**src/rtl/axi_interconnect_width_convert_bresp_merge.sv**
```systemverilog
// Merges the B responses of the sub-bursts of one split write burst into a single slave-side B response.
// Latency: s_bvalid is registered and rises the cycle after the final sub-burst B handshake.
// Backpressure: m_bready is high only while collecting; s_bready low holds the response and stalls collection; a full request FIFO drops req_ready.
module axi_interconnect_width_convert_bresp_merge #(
  parameter int    WIDTH_ID          = 4,
  parameter int    WIDTH_BUSER       = 1,
  parameter int    WIDTH_OUTSTANDING = 4,
  parameter int    WIDTH_SPLIT       = 4,
  parameter string MERGE_MODE        = "WORST",
  parameter int    U_DLY             = 1,
  localparam int   IW                = (WIDTH_ID == 0) ? 1 : WIDTH_ID,
  localparam int   UW                = (WIDTH_BUSER == 0) ? 1 : WIDTH_BUSER
) (
  input  logic                       clk_sys,
  input  logic                       rst,
  input  logic                       req_valid,
  output logic                       req_ready,
  input  logic [WIDTH_SPLIT-1:0]     req_num,
  input  logic [IW-1:0]              m_bid,
  input  logic [1:0]                 m_bresp,
  input  logic [UW-1:0]              m_buser,
  input  logic                       m_bvalid,
  output logic                       m_bready,
  output logic [IW-1:0]              s_bid,
  output logic [1:0]                 s_bresp,
  output logic [UW-1:0]              s_buser,
  output logic                       s_bvalid,
  input  logic                       s_bready,
  output logic                       id_err,
  output logic [WIDTH_OUTSTANDING:0] outst_cnt
);
  // U_DLY only matters to behavioural models of this block; the RTL has no assignment delays.
  localparam int  DEPTH     = 1 << WIDTH_OUTSTANDING;
  localparam bit  LAST_MODE = (MERGE_MODE == "LAST");

  typedef enum logic [1:0] {IDLE, COLLECT, SEND} state_t;

  state_t                       state_q, state_d;
  logic [WIDTH_SPLIT-1:0]       fifo_mem_q [DEPTH];
  logic [WIDTH_OUTSTANDING-1:0] wr_ptr_q, rd_ptr_q;
  logic [WIDTH_OUTSTANDING:0]   cnt_q;
  logic [WIDTH_SPLIT-1:0]       beat_cnt_q, beat_cnt_d;
  logic                         first_q, first_d;
  logic [IW-1:0]                id_q, id_d;
  logic [1:0]                   resp_q, resp_d;
  logic [UW-1:0]                user_q, user_d;
  logic                         s_bvalid_q, s_bvalid_d;
  logic                         id_err_q, id_err_d;
  logic                         full, empty, push, pop;

  // Severity order of AXI responses: EXOKAY < OKAY < SLVERR < DECERR.
  function automatic logic [1:0] sev(input logic [1:0] r);
    case (r)
      2'b01:   sev = 2'd0;
      2'b00:   sev = 2'd1;
      2'b10:   sev = 2'd2;
      default: sev = 2'd3;
    endcase
  endfunction

  // The count MSB is set only at exactly DEPTH entries.
  assign full      = cnt_q[WIDTH_OUTSTANDING];
  assign empty     = (cnt_q == '0);
  // A pop in the same cycle frees a slot, so a full FIFO can still take a push.
  assign req_ready = !full || pop;
  assign push      = req_valid && req_ready;

  assign m_bready  = (state_q == COLLECT);
  assign s_bvalid  = s_bvalid_q;
  assign s_bid     = id_q;
  assign s_bresp   = resp_q;
  assign s_buser   = user_q;
  assign id_err    = id_err_q;
  assign outst_cnt = cnt_q;

  // Request storage; the data array needs no reset because the pointers gate it.
  always_ff @(posedge clk_sys) begin
    if (push) fifo_mem_q[wr_ptr_q] <= req_num;
  end

  // Request FIFO pointers and occupancy.
  always_ff @(posedge clk_sys) begin
    if (rst) begin
      wr_ptr_q <= '0;
      rd_ptr_q <= '0;
      cnt_q    <= '0;
    end else begin
      if (push) wr_ptr_q <= wr_ptr_q + 1'b1;
      if (pop)  rd_ptr_q <= rd_ptr_q + 1'b1;
      case ({push, pop})
        2'b10:   cnt_q <= cnt_q + 1'b1;
        2'b01:   cnt_q <= cnt_q - 1'b1;
        default: cnt_q <= cnt_q;
      endcase
    end
  end

  // Next state: collect sub-responses of the head request, then present the merged one.
  always_comb begin
    state_d    = state_q;
    beat_cnt_d = beat_cnt_q;
    first_d    = first_q;
    id_d       = id_q;
    resp_d     = resp_q;
    user_d     = user_q;
    s_bvalid_d = s_bvalid_q;
    id_err_d   = 1'b0;
    pop        = 1'b0;
    case (state_q)
      IDLE: begin
        if (!empty) pop = 1'b1;
      end
      COLLECT: begin
        if (m_bvalid && m_bready) begin
          first_d = 1'b0;
          if (first_q) begin
            id_d   = m_bid;
            resp_d = m_bresp;
            user_d = m_buser;
          end else begin
            id_err_d = (m_bid != id_q);
            if (LAST_MODE) begin
              resp_d = m_bresp;
              user_d = m_buser;
            end else begin
              resp_d = (sev(m_bresp) > sev(resp_q)) ? m_bresp : resp_q;
              user_d = user_q | m_buser;
            end
          end
          if (beat_cnt_q == '0) begin
            state_d    = SEND;
            s_bvalid_d = 1'b1;
          end else begin
            beat_cnt_d = beat_cnt_q - 1'b1;
          end
        end
      end
      SEND: begin
        if (s_bvalid_q && s_bready) begin
          s_bvalid_d = 1'b0;
          if (!empty) pop = 1'b1;
          else        state_d = IDLE;
        end
      end
      default: state_d = IDLE;
    endcase
    // Popping a request starts a fresh collection without an idle bubble.
    if (pop) begin
      state_d    = COLLECT;
      beat_cnt_d = fifo_mem_q[rd_ptr_q];
      first_d    = 1'b1;
      resp_d     = '0;
      user_d     = '0;
    end
  end

  // FSM and merged-response registers.
  always_ff @(posedge clk_sys) begin
    if (rst) begin
      state_q    <= IDLE;
      beat_cnt_q <= '0;
      first_q    <= 1'b0;
      id_q       <= '0;
      resp_q     <= '0;
      user_q     <= '0;
      s_bvalid_q <= 1'b0;
      id_err_q   <= 1'b0;
    end else begin
      state_q    <= state_d;
      beat_cnt_q <= beat_cnt_d;
      first_q    <= first_d;
      id_q       <= id_d;
      resp_q     <= resp_d;
      user_q     <= user_d;
      s_bvalid_q <= s_bvalid_d;
      id_err_q   <= id_err_d;
    end
  end

endmodule

```
**config.mk**
```make
export PLATFORM = sky130hd
export DESIGN_NAME = axi_interconnect_width_convert_bresp_merge
export DESIGN_NICKNAME = d
export VERILOG_FILES = /design/src/rtl/axi_interconnect_width_convert_bresp_merge.sv
export SDC_FILE = /design/constraint.sdc
export NUM_CORES = 1
export LEC_CHECK = 0
export CORE_MARGIN = 5
export CORE_UTILIZATION = 52
export DETAILED_ROUTE_END_ITERATION = 8
export GPL_ROUTABILITY_DRIVEN = 0
export PLACE_DENSITY = 0.76
export SYNTH_ARGS = -nofsm -noshare
export SYNTH_HDL_FRONTEND = slang
export SYNTH_SLANG_ARGS = --single-unit
export TNS_END_PERCENT = 30
```
**constraint.sdc**
```tcl
create_clock -name clk_sys -period 3.1 [get_ports clk_sys]
set_clock_uncertainty 0.05 [all_clocks]
set_input_delay 0.62 -clock clk_sys [delete_from_list [all_inputs] [get_ports clk_sys]]
set_output_delay 0.62 -clock clk_sys [all_outputs]
set_load 0.02 [all_outputs]
```
==> results of run 1 <==
## area by class of cell
type / count / area (µm²)
multi-input cells: 190 / 1530
well taps: 102 / 128
repair buffers: 44 / 408
fillers: 570 / 2930
flip-flops and latches: 97 / 2580
inverters: 10 / 40.0
clock buffers: 9 / 124
clock inverters: 7 / 60.1
## power groups by stage
stage	registers [mW]	clock network (mW)	logic (mW)
after floorplan	1.63	0	0.666
after global placement	1.63	0	0.950
after detailed placement	1.64	0	0.966
after CTS	1.61	0.786	0.973
after global routing	1.63	0.845	1.07
final	1.61	0.771	0.962
## metal layers
metal,global-route usage [%],share of wire (%),vias up
met5,0,0,-
met4,7.15,1.8,0
met3,2.85,3.4,11
met2,24.9,47,36
met1,21.6,47,1222
li1,-,-,1230
## final timing paths
check | start | to | slack, ns | cells after the start
worst max-delay path | s_bready | outst_cnt[4] | 0.18 | 13
worst min-delay path | s_bvalid | s_bvalid | 0.43 | 2
worst max register to register | outst_cnt[1] | outst_cnt[4] | 0.27 | 11
worst min register to register | s_bvalid | s_bvalid | 0.43 | 2
## sequential cells by signal, indices dropped and copies added (netlist names), 2 cells and up, named ones only
name        flops
fifo_mem_q     64
outst_cnt       5
beat_cnt_q      4
rd_ptr_q        4
s_bid           4
wr_ptr_q        4
s_bresp         2
state_q         2
## critical path, cell delays in order
cell and delay (ns):
clkdlybuf4s50_1 0.42, a21bo_2 0.26, a21bo_4 0.22, and2_1 0.16, inv_1 0.08, ha_1 0.18, xor2_1 0.08, ha_1 0.20
a21o_1 0.16, o21ai_0 0.14, nand3b_1 0.09, a31oi_1 0.19, mux2_2 0.34
## cell families after synthesis
kind of cell	count (synthesis)	share of synthesized area, %
fa+ha+maj	16	4.75
xor+xnor	14	2.91
flops	97	61.3
compound gates	38	6.03
buf+inv	25	2.52
mux	29	12.1
simple gates	93	10.3
## cells in the final DEF (no fill, tap or decap), types with 3 or more instances in the layout
cell type,instances
a211oi_1,4
nand2_1,22
edfxtp_1,64
inv_1,9
mux4_2,17
ha_1,16
clkdlybuf4s50_1,31
inv_6,3
o21ai_0,6
a21oi_1,13
clkinvlp_4,3
o22ai_1,3
nand3_1,8
nor2b_1,3
clkbuf_8,9
mux2_2,7
xnor2_1,4
mux2i_1,5
nor4_1,4
buf_4,13
nor2_1,36
nand2b_1,5
xor2_1,10
dfxtp_1,31
nor3_1,4
## stage by stage
step	setup slack (ns)	total power, mW	utilization, %
CTS	0.179	3.37	62.4
finish	0.183	3.34	62.4
global route	0.0494	3.54	62.4
detailed placement	-0.189	2.60	60.1
global placement	-0.178	2.59	60.1
floorplan	0.00184	2.29	-
==> results_dict.tcl, run 1 <==
set metrics [dict create \
    share_comb_of_total_power_pct 28.8 \
    netlist.top_cell.by_area "edfxtp_1" \
    synth_top_area_share_pct 45.6 \
    top_level_ports 32 \
    dp_cells 443 \
    synth_top_cells_by_count "edfxtp_1 (64), nor2_1 (36), dfxtp_1 (33), nand2_1 (22), mux4_2 (17)" \
    post_route_cells_drive_above_1_share_pct 17.4 \
    count_of_flip_flops_with_a_built_in_enable_after_synthesis 64 \
    post-synth-top-count-cell "edfxtp_1" \
    finalSetupTns_ns 0 \
    grt_start_max_net_pins 22 \
    synth.area.top_cells "edfxtp_1 (46%), dfxtp_1 (16%), mux4_2 (9.1%), ha_1 (4.8%), nor2_1 (3.2%)" \
    period_needed_ns 2.92 \
    relSlewSlack_pct 48.0 \
    drt_drc_violations_left 0 \
    first_global_vias 2454 \
    timing.critical_path.to_type "flop" \
    fmax_ghz 0.343 \
    yosys_warnings 0 \
    net-switching-power_mw 1.07 \
    grt_antenna_before_repair 0 \
    start_util_pct 54.0 \
    antenna-diode-count 0 \
    postSynthCellCount 312 \
    wire_length_of_the_first_global_routing_pass_mm 12.2 \
    drt_iter0_markers 92 \
    required_ns 3.32 \
    die-height_um 100 \
    finalSetupViolCount 0 \
    clock_tree.buffer_depth 2 \
    numCtsBuffers 9 \
    die_width_um 100 \
    ys_seq_area_share_pct 61.3 \
    tritoncts "done" \
    synthArstFlopShare_pct 0 \
    instances_no_fill 459 \
    setup.worst_path.start_class "input port" \
    syn_avg_cell_area_um2 13.5 \
    hold_viol 0 \
    route.vias.total 2499 \
    remaining_global_route_overflow 0 \
    dp_hpwl_mm 5.22 \
    path_class "in -> reg" \
    gr-usage-all-layers_pct 15.8 \
    avgRoutedWirePerCell_um 16.1 \
    post_cts_resize_count 0 \
    critPathArrivalTime_ns 3.13 \
    synth.lib_cells_used.distinct 44 \
    dominantRegCellSynth "edfxtp_1" \
    post_drt_via_cell_ratio 5.44 \
    result_of_the_run "complete, no violations" \
    holdCritPathClass "reg -> reg" \
    post_synth_instance_area_um2 4210 \
    final_cell_area_um2 4870 \
    power_frac_clock_pct 23.1 \
    dpl_cell_area_um2 4690 \
    nets 384 \
    net_count_after_synthesis 344 \
    ys_seq_elements 97 \
    power_frac_seq_pct 48.1 \
    setup_repair_after_global_routing_missed_its_margin "false" \
    worst-path-max-fanout 3 \
    worst-slew-pin-transition_ns 0.780 \
    power.switching_fraction_pct 31.9 \
    area_growth_pct 15.7 \
    root_buffer "clkbuf_8" \
    clock_sinks 97 \
    final_worst_path_period_share_pct 94.1 \
    clkTransAtPathRegs_ns 0.10 \
    holdWs_ns 0.432 \
    post_cts_buffers 0 \
    numPortBuffers 31 \
    num_rows 32 \
    core_um2 7810 \
    total_leakage_power_nw 1.68 \
    cts_hold_buf 0 \
    power.ir.vdd_worst_uv 412 \
    postRouteAntennaNets 0 \
    internal_power_consumption_mw 2.27 \
    drt_pre_antenna_iters 4 \
    cap_viol_max_count 0 \
    wl_mm 7.38 \
    fp.dieArea_um2 10000 \
    total_power_density_per_cell_area_nw_per_um2 685 \
    cts-htree-levels 3 \
    clk_latency_ns 0.37 \
    slew_violations 0 \
]
(Power assumes the default switching activity.)
==> run 2: changes to the inputs <==
- CORE_UTILIZATION: 52 -> 59
- CTS_BUF_LIST: unset -> sky130_fd_sc_hd__clkbuf_4
- DONT_BUFFER_PORTS: unset -> 1
- PLACE_DENSITY: 0.76 -> 0.79
==> run 2 against run 1 <==
Effect of this change:
- setup slack better by 0.039 ns
- combinational power is 11% lower
- flip-flop and latch count stayed put
- final cell count is 8.7% lower
- critical path type is now reg -> reg
- critical endpoint unchanged
==> results_dict.tcl, run 2 (synthesis results as in run 1) <==
set metrics [dict create \
    setup.worst_path.start_class "flop" \
    layout.cells.most_common_list "edfxtp_1 (64), nor2_1 (36), dfxtp_1 (31)" \
    internal_power_consumption_mw 2.07 \
    largest_register_ffs 64 \
    top_level_ports 32 \
    total_power_mw 3.13 \
    nets 350 \
    numCtsBuffers 9 \
    power.ir.vdd_worst_uv 362 \
    holdCritPathClass "in -> reg" \
    gr-usage-all-layers_pct 17.8 \
    final_worst_path_period_share_pct 92.8 \
    reg2reg_from "outst_cnt[1]" \
    required_ns 3.40 \
    relSlewSlack_pct 47.3 \
    met2RoutedLength_mm 3.63 \
    holdWs_ns 0.157 \
    drt_drc_violations_left 0 \
    dp_hpwl_mm 5.14 \
    total_leakage_power_nw 1.55 \
    drt_pre_antenna_iters 4 \
    postRouteAntennaNets 0 \
    clk_latency_ns 0.46 \
    antenna-diode-count 0 \
    met3WireLength_um 264 \
    slew_violations 0 \
    numPortBuffers 0 \
    worst-path-max-fanout 10 \
    wl_met1_mm 3.24 \
    rr_worst_depth 11 \
    mostFrequentLayoutCell "edfxtp_1" \
    avgRoutedWirePerCell_um 17.4 \
    cts_hold_buf 0 \
    crit-reg2reg-capture "outst_cnt[4]" \
    die-height_um 94.5 \
    post_route_cells_drive_above_1_share_pct 18.3 \
    min_path_cells 1 \
    path_class "reg -> reg" \
    top_layer "met4" \
    largest-register "fifo_mem_q" \
    num_rows 30 \
    root_buffer "clkbuf_4" \
    post_drt_via_cell_ratio 5.77 \
    result_of_the_run "complete, no violations" \
    cap_viol_max_count 0 \
    critPathArrivalTime_ns 3.18 \
    fmax_ghz 0.347 \
    power_frac_clock_pct 21.3 \
    cts-htree-levels 3 \
    grt_antenna_before_repair 0 \
    tritoncts "done" \
    setup_repair_after_global_routing_missed_its_margin "false" \
    first_global_vias 2345 \
    hold_viol 0 \
    timing.critical_path.to_type "flop" \
    wl_mm 7.28 \
    hold_end "s_bid[0]" \
    worst_hold_startpoint "rst" \
    finalSetupTns_ns 0 \
    worst-slew-pin-transition_ns 0.789 \
    post_cts_resize_count 0 \
    clock_sinks 97 \
    remaining_global_route_overflow 0 \
    grt_start_max_net_pins 32 \
    power.switching_fraction_pct 33.8 \
    clock_tree.buffer_depth 2 \
    post_cts_buffers 0 \
    area_growth_pct 6.80 \
    fp.dieArea_um2 8930 \
    drt_iter0_markers 132 \
    route.vias.total 2416 \
    total_power_density_per_cell_area_nw_per_um2 696 \
    die_width_um 94.5 \
    net-switching-power_mw 1.06 \
    share_comb_of_total_power_pct 27.2 \
    finalSetupViolCount 0 \
    power_frac_seq_pct 51.5 \
    r2r_setup_slk_ns 0.22 \
    clkTransAtPathRegs_ns 0.17 \
    start_util_pct 61.3 \
    period_needed_ns 2.88 \
    wire_length_of_the_first_global_routing_pass_mm 11.7 \
    core_um2 6870 \
]
==> run 2: cell count changes in the layout (fill, tap and decap cells not counted), sizes merged <==
cell / previous run / this run
clkdlybuf4s50: 31 / 0
buf: 13 / 10
inv: 14 / 13
clkinv: 0 / 4
clkinvlp: 3 / 0
==> run 2: worst max path at each step <==
| stage | slack, ns | depth (start not counted) | endpoint | startpoint |
|---|---|---|---|---|
| after floorplan | 0.002 | 14 | outst_cnt[4] | s_bready |
| after global placement | 0.25 | 12 | outst_cnt[4] | s_bready |
| after detailed placement | 0.20 | 12 | outst_cnt[4] | s_bready |
| after CTS | 0.21 | 11 | outst_cnt[4] | outst_cnt[1] |
| after global routing | 0.13 | 11 | outst_cnt[4] | outst_cnt[1] |
| final | 0.22 | 11 | outst_cnt[4] | outst_cnt[1] |
==> run 2: metrics by stage <==
step	util [%]	std cells	setup WS (ns)	area, µm²
after global routing	65.5	419	0.129	4500
after CTS	65.5	419	0.210	4500
after detailed placement	63.3	403	0.198	4350
after global placement	63.3	403	0.249	4350
final	65.5	419	0.222	4500
after floorplan	-	312	0.00184	4230
==> run 2: layer usage <==
layer	up-vias	track usage (%)
met5	-	0
met3	12	4.54
met1	1218	23.1
met2	33	29.0
met4	0	6.61
li1	1153	-
==> run 2: layout make-up <==
type,count,area [µm²]
clock inverters,7,81.3
repair buffers,10,75.1
fillers,506,2370
clock buffers,9,67.6
well taps,96,120
flip-flops and latches,97,2580
multi-input cells,190,1530
inverters,10,40.0
==> run 2: worst max-delay path: stages, from the launching register on <==
cell,delay [ns]
dfxtp_2,0.35
or4_4,0.54
o211ai_4,0.22
inv_4,0.10
ha_1,0.24
xor2_1,0.16
ha_1,0.20
a21o_1,0.17
o21ai_0,0.14
nand3b_1,0.09
a31oi_1,0.18
mux2_2,0.34
==> run 2: power groups by stage <==
stage | clock [mW] | combinational [mW] | sequential, mW
global placement | 0 | 0.824 | 1.64
floorplan | 0 | 0.666 | 1.63
global route | 0.736 | 0.943 | 1.63
CTS | 0.677 | 0.856 | 1.61
finish | 0.667 | 0.852 | 1.61
detailed placement | 0 | 0.853 | 1.64
